--- src/rtl/alu_control_seq.sv ---
// EX-stage ALU control: decodes alu_op/function_field into an action code and sequences
// the multi-cycle mul-div unit, stalling the pipeline until its result is ready.
module alu_control_seq #(
    parameter int FUNCT_W    = 6,
    parameter int ACTION_W   = 4,
    parameter int MUL_CYCLES = 4,
    parameter int DIV_CYCLES = 16,
    parameter int CNT_W      = 5
) (
    input  logic                clk,
    input  logic                reset,
    input  logic                ex_valid,
    input  logic                ex_flush,
    input  logic [1:0]          alu_op,
    input  logic [FUNCT_W-1:0]  function_field,
    output logic [ACTION_W-1:0] alu_action_out,
    output logic                md_start,
    output logic                md_is_div,
    output logic                md_done,
    output logic                ex_stall,
    output logic                illegal_funct
);

    typedef enum logic [1:0] {
        S_IDLE = 2'd0,
        S_BUSY = 2'd1,
        S_DONE = 2'd2
    } state_t;

    localparam logic [FUNCT_W-1:0] F_ADD  = FUNCT_W'(6'b100000);
    localparam logic [FUNCT_W-1:0] F_SUB  = FUNCT_W'(6'b100010);
    localparam logic [FUNCT_W-1:0] F_AND  = FUNCT_W'(6'b100100);
    localparam logic [FUNCT_W-1:0] F_OR   = FUNCT_W'(6'b100101);
    localparam logic [FUNCT_W-1:0] F_XOR  = FUNCT_W'(6'b100110);
    localparam logic [FUNCT_W-1:0] F_SLT  = FUNCT_W'(6'b101010);
    localparam logic [FUNCT_W-1:0] F_SLL  = FUNCT_W'(6'b000000);
    localparam logic [FUNCT_W-1:0] F_SRL  = FUNCT_W'(6'b000010);
    localparam logic [FUNCT_W-1:0] F_SRA  = FUNCT_W'(6'b000011);
    localparam logic [FUNCT_W-1:0] F_MULT = FUNCT_W'(6'b011000);
    localparam logic [FUNCT_W-1:0] F_DIV  = FUNCT_W'(6'b011010);

    localparam logic [CNT_W-1:0] MUL_LOAD = CNT_W'(MUL_CYCLES - 1);
    localparam logic [CNT_W-1:0] DIV_LOAD = CNT_W'(DIV_CYCLES - 1);

    state_t                state_q, state_d;
    logic [CNT_W-1:0]      cnt_q, cnt_d;
    logic [ACTION_W-1:0]   code_q, code_d;

    logic [3:0]            dec_code;
    logic                  dec_undef;
    logic                  dec_mult;
    logic                  dec_div;
    logic                  is_md;

    logic [ACTION_W-1:0]   action;
    logic                  start;
    logic                  is_div;
    logic                  done;
    logic                  stall;

    always_comb begin
        dec_code  = 4'b0000;
        dec_undef = 1'b0;
        dec_mult  = 1'b0;
        dec_div   = 1'b0;
        unique case (alu_op)
            2'b00: dec_code = 4'b0010;
            2'b01: dec_code = 4'b0110;
            2'b11: dec_code = 4'b0000;
            default: begin
                case (function_field)
                    F_ADD:  dec_code = 4'b0010;
                    F_SUB:  dec_code = 4'b0110;
                    F_AND:  dec_code = 4'b0000;
                    F_OR:   dec_code = 4'b0001;
                    F_XOR:  dec_code = 4'b0011;
                    F_SLT:  dec_code = 4'b0111;
                    F_SLL:  dec_code = 4'b1000;
                    F_SRL:  dec_code = 4'b1001;
                    F_SRA:  dec_code = 4'b1010;
                    F_MULT: begin
                        dec_code = 4'b1100;
                        dec_mult = 1'b1;
                    end
                    F_DIV: begin
                        dec_code = 4'b1101;
                        dec_div  = 1'b1;
                    end
                    default: dec_undef = 1'b1;
                endcase
            end
        endcase
    end

    assign is_md = ex_valid & (dec_mult | dec_div);

    always_comb begin
        state_d = state_q;
        cnt_d   = cnt_q;
        code_d  = code_q;
        action  = ACTION_W'(dec_code);
        start   = 1'b0;
        is_div  = 1'b0;
        done    = 1'b0;
        stall   = 1'b0;
        unique case (state_q)
            S_IDLE: begin
                if (is_md && !ex_flush) begin
                    start   = 1'b1;
                    is_div  = dec_div;
                    stall   = 1'b1;
                    cnt_d   = dec_div ? DIV_LOAD : MUL_LOAD;
                    code_d  = ACTION_W'(dec_code);
                    state_d = S_BUSY;
                end
            end
            S_BUSY: begin
                action = code_q;
                if (ex_flush) begin
                    state_d = S_IDLE;
                end else begin
                    stall = 1'b1;
                    if (cnt_q == '0) begin
                        state_d = S_DONE;
                    end else begin
                        cnt_d = cnt_q - 1'b1;
                    end
                end
            end
            S_DONE: begin
                // The instruction is still in EX this cycle; returning to IDLE without
                // restarting lets the pipeline advance it before another op can start.
                action  = code_q;
                done    = !ex_flush;
                state_d = S_IDLE;
            end
            default: state_d = S_IDLE;
        endcase
    end

    always_ff @(posedge clk) begin
        if (reset) begin
            state_q <= S_IDLE;
            cnt_q   <= '0;
            code_q  <= '0;
        end else begin
            state_q <= state_d;
            cnt_q   <= cnt_d;
            code_q  <= code_d;
        end
    end

    // Every output is forced low while reset is held, including the combinational decode.
    assign alu_action_out = reset ? '0 : action;
    assign md_start       = !reset & start;
    assign md_is_div      = !reset & is_div;
    assign md_done        = !reset & done;
    assign ex_stall       = !reset & stall;
    assign illegal_funct  = !reset & ex_valid & dec_undef;

endmodule

--- config.mk ---
export PLATFORM = sky130hd
export DESIGN_NAME = alu_control_seq
export DESIGN_NICKNAME = d
export VERILOG_FILES = /design/src/rtl/alu_control_seq.sv
export SDC_FILE = /design/constraint.sdc
export NUM_CORES = 1
export LEC_CHECK = 0
export BUFFER_PORTS_ARGS = -buffer_cell sky130_fd_sc_hd__buf_2
export CAP_MARGIN = 10
export CORE_MARGIN = 8
export CORE_UTILIZATION = 56
export CTS_BUF_LIST = sky130_fd_sc_hd__clkbuf_4
export CTS_CLUSTER_SIZE = 10
export DETAILED_ROUTE_END_ITERATION = 8
export PLACE_DENSITY_LB_ADDON = 0.3
export SYNTH_ARGS = -nofsm -noshare
export SYNTH_HDL_FRONTEND = slang
export SYNTH_SLANG_ARGS = --single-unit
--- constraint.sdc ---
create_clock -name clk -period 2.7 [get_ports clk]
set_input_delay 0.81 -clock clk [delete_from_list [all_inputs] [get_ports clk]]
set_output_delay 0.81 -clock clk [all_outputs]
set_load 0.02 [all_outputs]
### Yosys cells after proc, flatten, opt, wreduce, memory -nomap -nowiden

Cells that the tools add are included.
W data, S select, Z words.

| word-level totals | value |
|---|---|
| flip-flop bits (word level) | 11 |
| bits of input ports | 12 |
| word-level logic and storage cells | 70 |

| cells by class | value |
|---|---|
| $add $sub $neg | 1 |
| equal/unequal tests | 18 |
| multiplexer cells | 26 |
| bitwise gates (word level) | 8 |
| reductions and logical operators | 14 |

Operators with widths:

| operator | count |
|---|---|
| $pmux W4 S10 | 1 |
| $eq A6 B6 Y1 const B | 6 |
| $mux W5 | 3 |
| $eq A6 B2 Y1 const B | 2 |
| $eq A6 B5 Y1 const B | 2 |
| $mux W1 | 12 |
| $mux W4 | 3 |
| $pmux W4 S3 | 1 |
| $reduce_or A11 Y1 | 1 |
| $pmux W5 S2 | 1 |
| $and A1 B1 Y1 | 7 |
| $logic_not A6 Y1 | 1 |
| $mux W2 | 3 |
| $ne A2 B2 Y1 const B | 3 |
| $logic_not A5 Y1 | 1 |
| $sub A5 B1 Y5 const B | 1 |
| $eq A2 B1 Y1 const B | 2 |
| $eq A2 B2 Y1 const B | 2 |
| $logic_not A2 Y1 | 2 |
| $pmux W2 S2 | 1 |
| $reduce_and A2 Y1 | 2 |
| $reduce_and A4 Y1 | 1 |
| $ne A3 B3 Y1 const B | 1 |
| $reduce_or A3 Y1 | 1 |
| 6 further kinds | 7 |

### Longest topological paths before layout

| depth | value |
|---|---|
| depth in word-level cells | 9 |
| mapped depth | 7 |

### Worst setup path after synthesis

Ideal clock, no wire load.

| path | value |
|---|---|
| kind | input to output |
| from | input port function_field[2] |
| to | output port md_is_div |
| data arrival time | 2.058 ns |
| setup slack | -0.168 ns |
| cell stages on the path | 5 |
| buffers on the path | 1 |
| path through | buf_4 -> and4bb_4 -> nand4_4 -> nor2_2 -> and4_1 |

| on the way | value |
|---|---|
| cells in the longest elaborated chain, start to end | 9 |
| elaborated cells between the ends (all ways) | 12 |
| classes of those cells | eq/ne (2); mux (6); bitwise (3); reduce/logical (1) |

RTL lines:

| item | line | RTL |
|---|---|---|
| start: declaration | 15 | `input logic [FUNCT_W-1:0] function_field,` |
| $eq A6 B5 Y1 | 71 | `case (function_field)` |
| $mux W1 | 71 |  |
| $mux W1 | 66 | `unique case (alu_op)` |
| $or A1 B1 Y1 | 95 | `assign is_md = ex_valid & (dec_mult \| dec_div);` |
| $and A1 B1 Y1 | 95 |  |
| $logic_and A1 B1 Y1 | 108 | `if (is_md && !ex_flush) begin` |
| $mux W1 (*) | 108 |  |
| $mux W1 (*) | 106 | `unique case (state_q)` |
| $and A1 B1 Y1 (*) | 156 | `assign md_is_div = !reset & is_div;` |
| end: declaration | 18 | `output logic md_is_div,` |

Mark *: on every way between the ends. The rest lies on a longest branch, timed or not.

### Final worst setup path

| path | value |
|---|---|
| from | input port function_field[3] |
| to | output port alu_action_out[0] |

| on the way | value |
|---|---|
| cells in the longest elaborated chain, start to end | 5 |
| elaborated cells between the ends (all ways) | 14 |
| classes of those cells | eq/ne (9); mux (4); reduce/logical (1) |

RTL lines:

| item | line | RTL |
|---|---|---|
| $eq A6 B5 Y1 (tied with other cells) | 71 |  |
| $pmux W4 S10 (*) | 71 |  |
| $pmux W4 S3 (*) | 66 |  |
| $mux W4 (*) | 106 |  |
| $mux W4 (*) | 154 | `assign alu_action_out = reset ? '0 : action;` |
| end: declaration | 16 | `output logic [ACTION_W-1:0] alu_action_out,` |

Marked as above.

==> results.txt <==
Overall track demand over capacity in global routing -> 18.59%
Post-DP HPWL -> 2239 µm
Via count of the routed design -> 1217
Post-synthesis net count -> 145
Final count of hold timing violations -> 0
Gate count after technology mapping -> 128
Maximum capacitance violations -> 0
RSZ-0062 raised after global routing -> yes
Vias/cell -> 6.372
Top routing layer used -> met4
Hold/Removal Path Class -> reg2reg
Number of buffers added to fix hold violations after cts -> 0
Portion of synthesized cell area occupied by the leading cell type -> 21.05%
Number of diodes -> 0
Row Count -> 15
Top cell type by total area after synthesis -> sky130_fd_sc_hd__dfxtp_1
Clock transition at path regs -> 90 ps
Dominant register cell in the synthesized netlist -> sky130_fd_sc_hd__dfxtp_1
Clock root buffer -> sky130_fd_sc_hd__clkbuf_4
# DRC -> 0
Synth-to-Final Area Change -> 40.43%
Worst slack, placed -> -95.43 ps
PD cells -> 317.7 nW/µm²
CTS tree -> yes
Synth area leaders -> sky130_fd_sc_hd__dfxtp_1 (21%), sky130_fd_sc_hd__ha_1 (6.0%), sky130_fd_sc_hd__a21oi_1 (5.3%)
Register-to-register path setup slack -> 760 ps
Data arrival time of the critical path -> 1930 ps
Largest voltage drop on the vdd net -> 0.3748 mV
Number of synthesized register bits -> 11
Transition at the pin with the smallest max-transition slack -> 418.6 ps
Worst reg-to-reg path cell count -> 6
Area inside the core boundary -> 1745 µm²
Worst path setup slack after routing -> -39.57 ps
Slew HR -> 71.98%
Die ar. -> 3507 µm²
H-tree levels -> 1
Startpoint of the worst register-to-register path -> state_q[1]$_SDFFE_PP0P_
CP Launch Type -> primary input
Sum of met3 wire segment lengths after detailed routing -> 287 µm
Number of failing setup endpoints in the final timing report -> 2
Final worst clock skew -> 10.96 ps
Critical Path End -> alu_action_out[0]
Die Wd -> 59.22 µm
Origin of the worst setup path -> function_field[3]
Quantity of I/O buffers inserted on ports -> 20
Layout cells sized above 1 -> 42.17%
Achievable Freq -> 365.0 MHz
Met2 Wirelength -> 1659 µm
Final Total Pwr -> 466.7 µW
Via count of the first global-routing pass -> 1079
Status -> finished, violations left
Slew Viols, Final -> 0
Critical setup path kind -> in2out
Leakage power of the design -> 0.5926 nW
Number of clock sinks -> 11
EDFF count, synth -> 0
Number of different library cells in the post-synthesis netlist -> 52
Remaining antenna violation count after routing -> 0
Drt initial violations -> 59
Initial standard-cell utilization of the core -> 59.93%
Synthesis warning total -> 0
Net count reported at finish -> 184
Clock period minus final worst setup slack -> 2740 ps
Fillers -> 100
Routed wire length per instance -> 18.65 µm
Inserted Clock Buffers -> 3
Drt total wl -> 3563 µm
Proportion of synthesized chip area in sequential cells -> 21.05%
Critical path capture point type -> primary output
First-pass GRT wire length -> 5140 µm
Share of flip-flops with an asynchronous set or reset after synthesis -> 0%
Highest fanout seen on the critical path -> 10
Clk Latency, worst-skew pair -> 290 ps
Portion of the clock cycle consumed by the worst path in the final layout -> 101.5%
Met1 wire length -> 1448 µm
Number of placed I/O pins -> 21
Worst-case clock buffer depth -> 2
Initial DRT Pass Iterations -> 6
Routability congestion estimate -> 0.8871
Critical path required time -> 1890 ps
Post-Synthesis Cell Area -> 1046 µm²
Failing checks -> setup timing
Die Span Y -> 59.22 µm
Initial antenna violation count -> 0
Post-Syn Area per Cell -> 8.172 µm²
Grt total ovfl -> 0
Top cells by count, synth -> sky130_fd_sc_hd__a21oi_1 (11), sky130_fd_sc_hd__dfxtp_1 (11), sky130_fd_sc_hd__inv_1 (11), sky130_fd_sc_hd__nand2_1 (6), sky130_fd_sc_hd__nor2_1 (6)
Reg2reg end -> cnt_q[2]$_SDFFE_PP0P_
Pin count of the biggest net entering global routing -> 19
==> layout make-up <==
cell class	count	area (µm²)	share of cell area (%)
Multi-Input combinational cell	97	808.3	55.03
Timing Repair Buffer	43	337.8	23.00
Sequential cell	11	220.2	14.99
Inverter	11	41.29	2.811
Tap cell	25	31.28	2.129
Clock buffer	4	30.03	2.044
==> power breakdown <==
part	total (mW)	internal [mW]	switching, mW
registers	0.168	0.165	0.00298
logic	0.163	0.0732	0.0898
clock network	0.136	0.0676	0.0683
==> timing repair <==
item / 4_1_cts / 5_1_grt
gates resized for setup: 16 / 17
pin swaps: 7 / 5
setup endpoints to repair: 5 / 7
setup buffers: 3 / 2
==> critical path, stage by stage <==
cell,delay [ps]
sky130_fd_sc_hd__buf_4,160
sky130_fd_sc_hd__and4bb_4,230
sky130_fd_sc_hd__a211o_1,300
sky130_fd_sc_hd__a21oi_1,170
sky130_fd_sc_hd__o22ai_1,100
sky130_fd_sc_hd__buf_2,170
==> worst min path at each step <==
stage	start	end	slack [ps]	cells after the start
finish	code_q[3]$_SDFFE_PP0N_	code_q[3]$_SDFFE_PP0N_	490	2
global route	code_q[3]$_SDFFE_PP0N_	code_q[3]$_SDFFE_PP0N_	510	2
floorplan	code_q[3]$_SDFFE_PP0N_	code_q[3]$_SDFFE_PP0N_	430	2
detailed placement	code_q[3]$_SDFFE_PP0N_	code_q[3]$_SDFFE_PP0N_	470	2
global placement	code_q[3]$_SDFFE_PP0N_	code_q[3]$_SDFFE_PP0N_	430	2
CTS	code_q[3]$_SDFFE_PP0N_	code_q[3]$_SDFFE_PP0N_	480	2
==> registers in the layout, summed over array words and instances, names as in the netlist <==
signal	cells
cnt_q	5
code_q	4
state_q	2
==> cell usage in the layout, fill, tap and decap left out, drive strengths merged, types with 4 or more instances in the layout <==
master,synthesis,final
inv,11,11
dfxtp,11,11
nand2,6,6
a211oi,5,5
nand2b,5,5
nor2,7,7
clkbuf,5,4
nor3,4,4
buf,4,43
ha,5,5
a21oi,13,13
==> stage by stage <==
step / util [%] / TNS, ps / hold WS, ps / cells / cell area (µm²)
finish: 84.16 / -63.13 / 491.4 / 191 / 1469
global route: 84.16 / -148.6 / 505.7 / 191 / 1469
CTS: 80.14 / -49.44 / 480.3 / 189 / 1399
detailed placement: 73.62 / -266.3 / 466.9 / 182 / 1285
global placement: 73.62 / -58.49 / 433.6 / 182 / 1285
floorplan: - / -70.45 / 426.0 / 128 / 1074
==> kinds of logic after synthesis <==
family / after synthesis / share of synthesized area [%]
buf+inv: 20 / 7.895
xor+xnor: 2 / 1.675
simple gates: 44 / 30.50
flops: 11 / 21.05
mux: 1 / 0.9570
compound gates: 44 / 30.98
fa+ha+maj: 6 / 6.938
==> metal layers <==
metal,GRT usage (%),vias up
met5,0,-
met4,8.874,0
met3,3.471,20
met2,29.28,77
met1,23.41,565
li1,-,555
(Power assumes the default switching activity.)
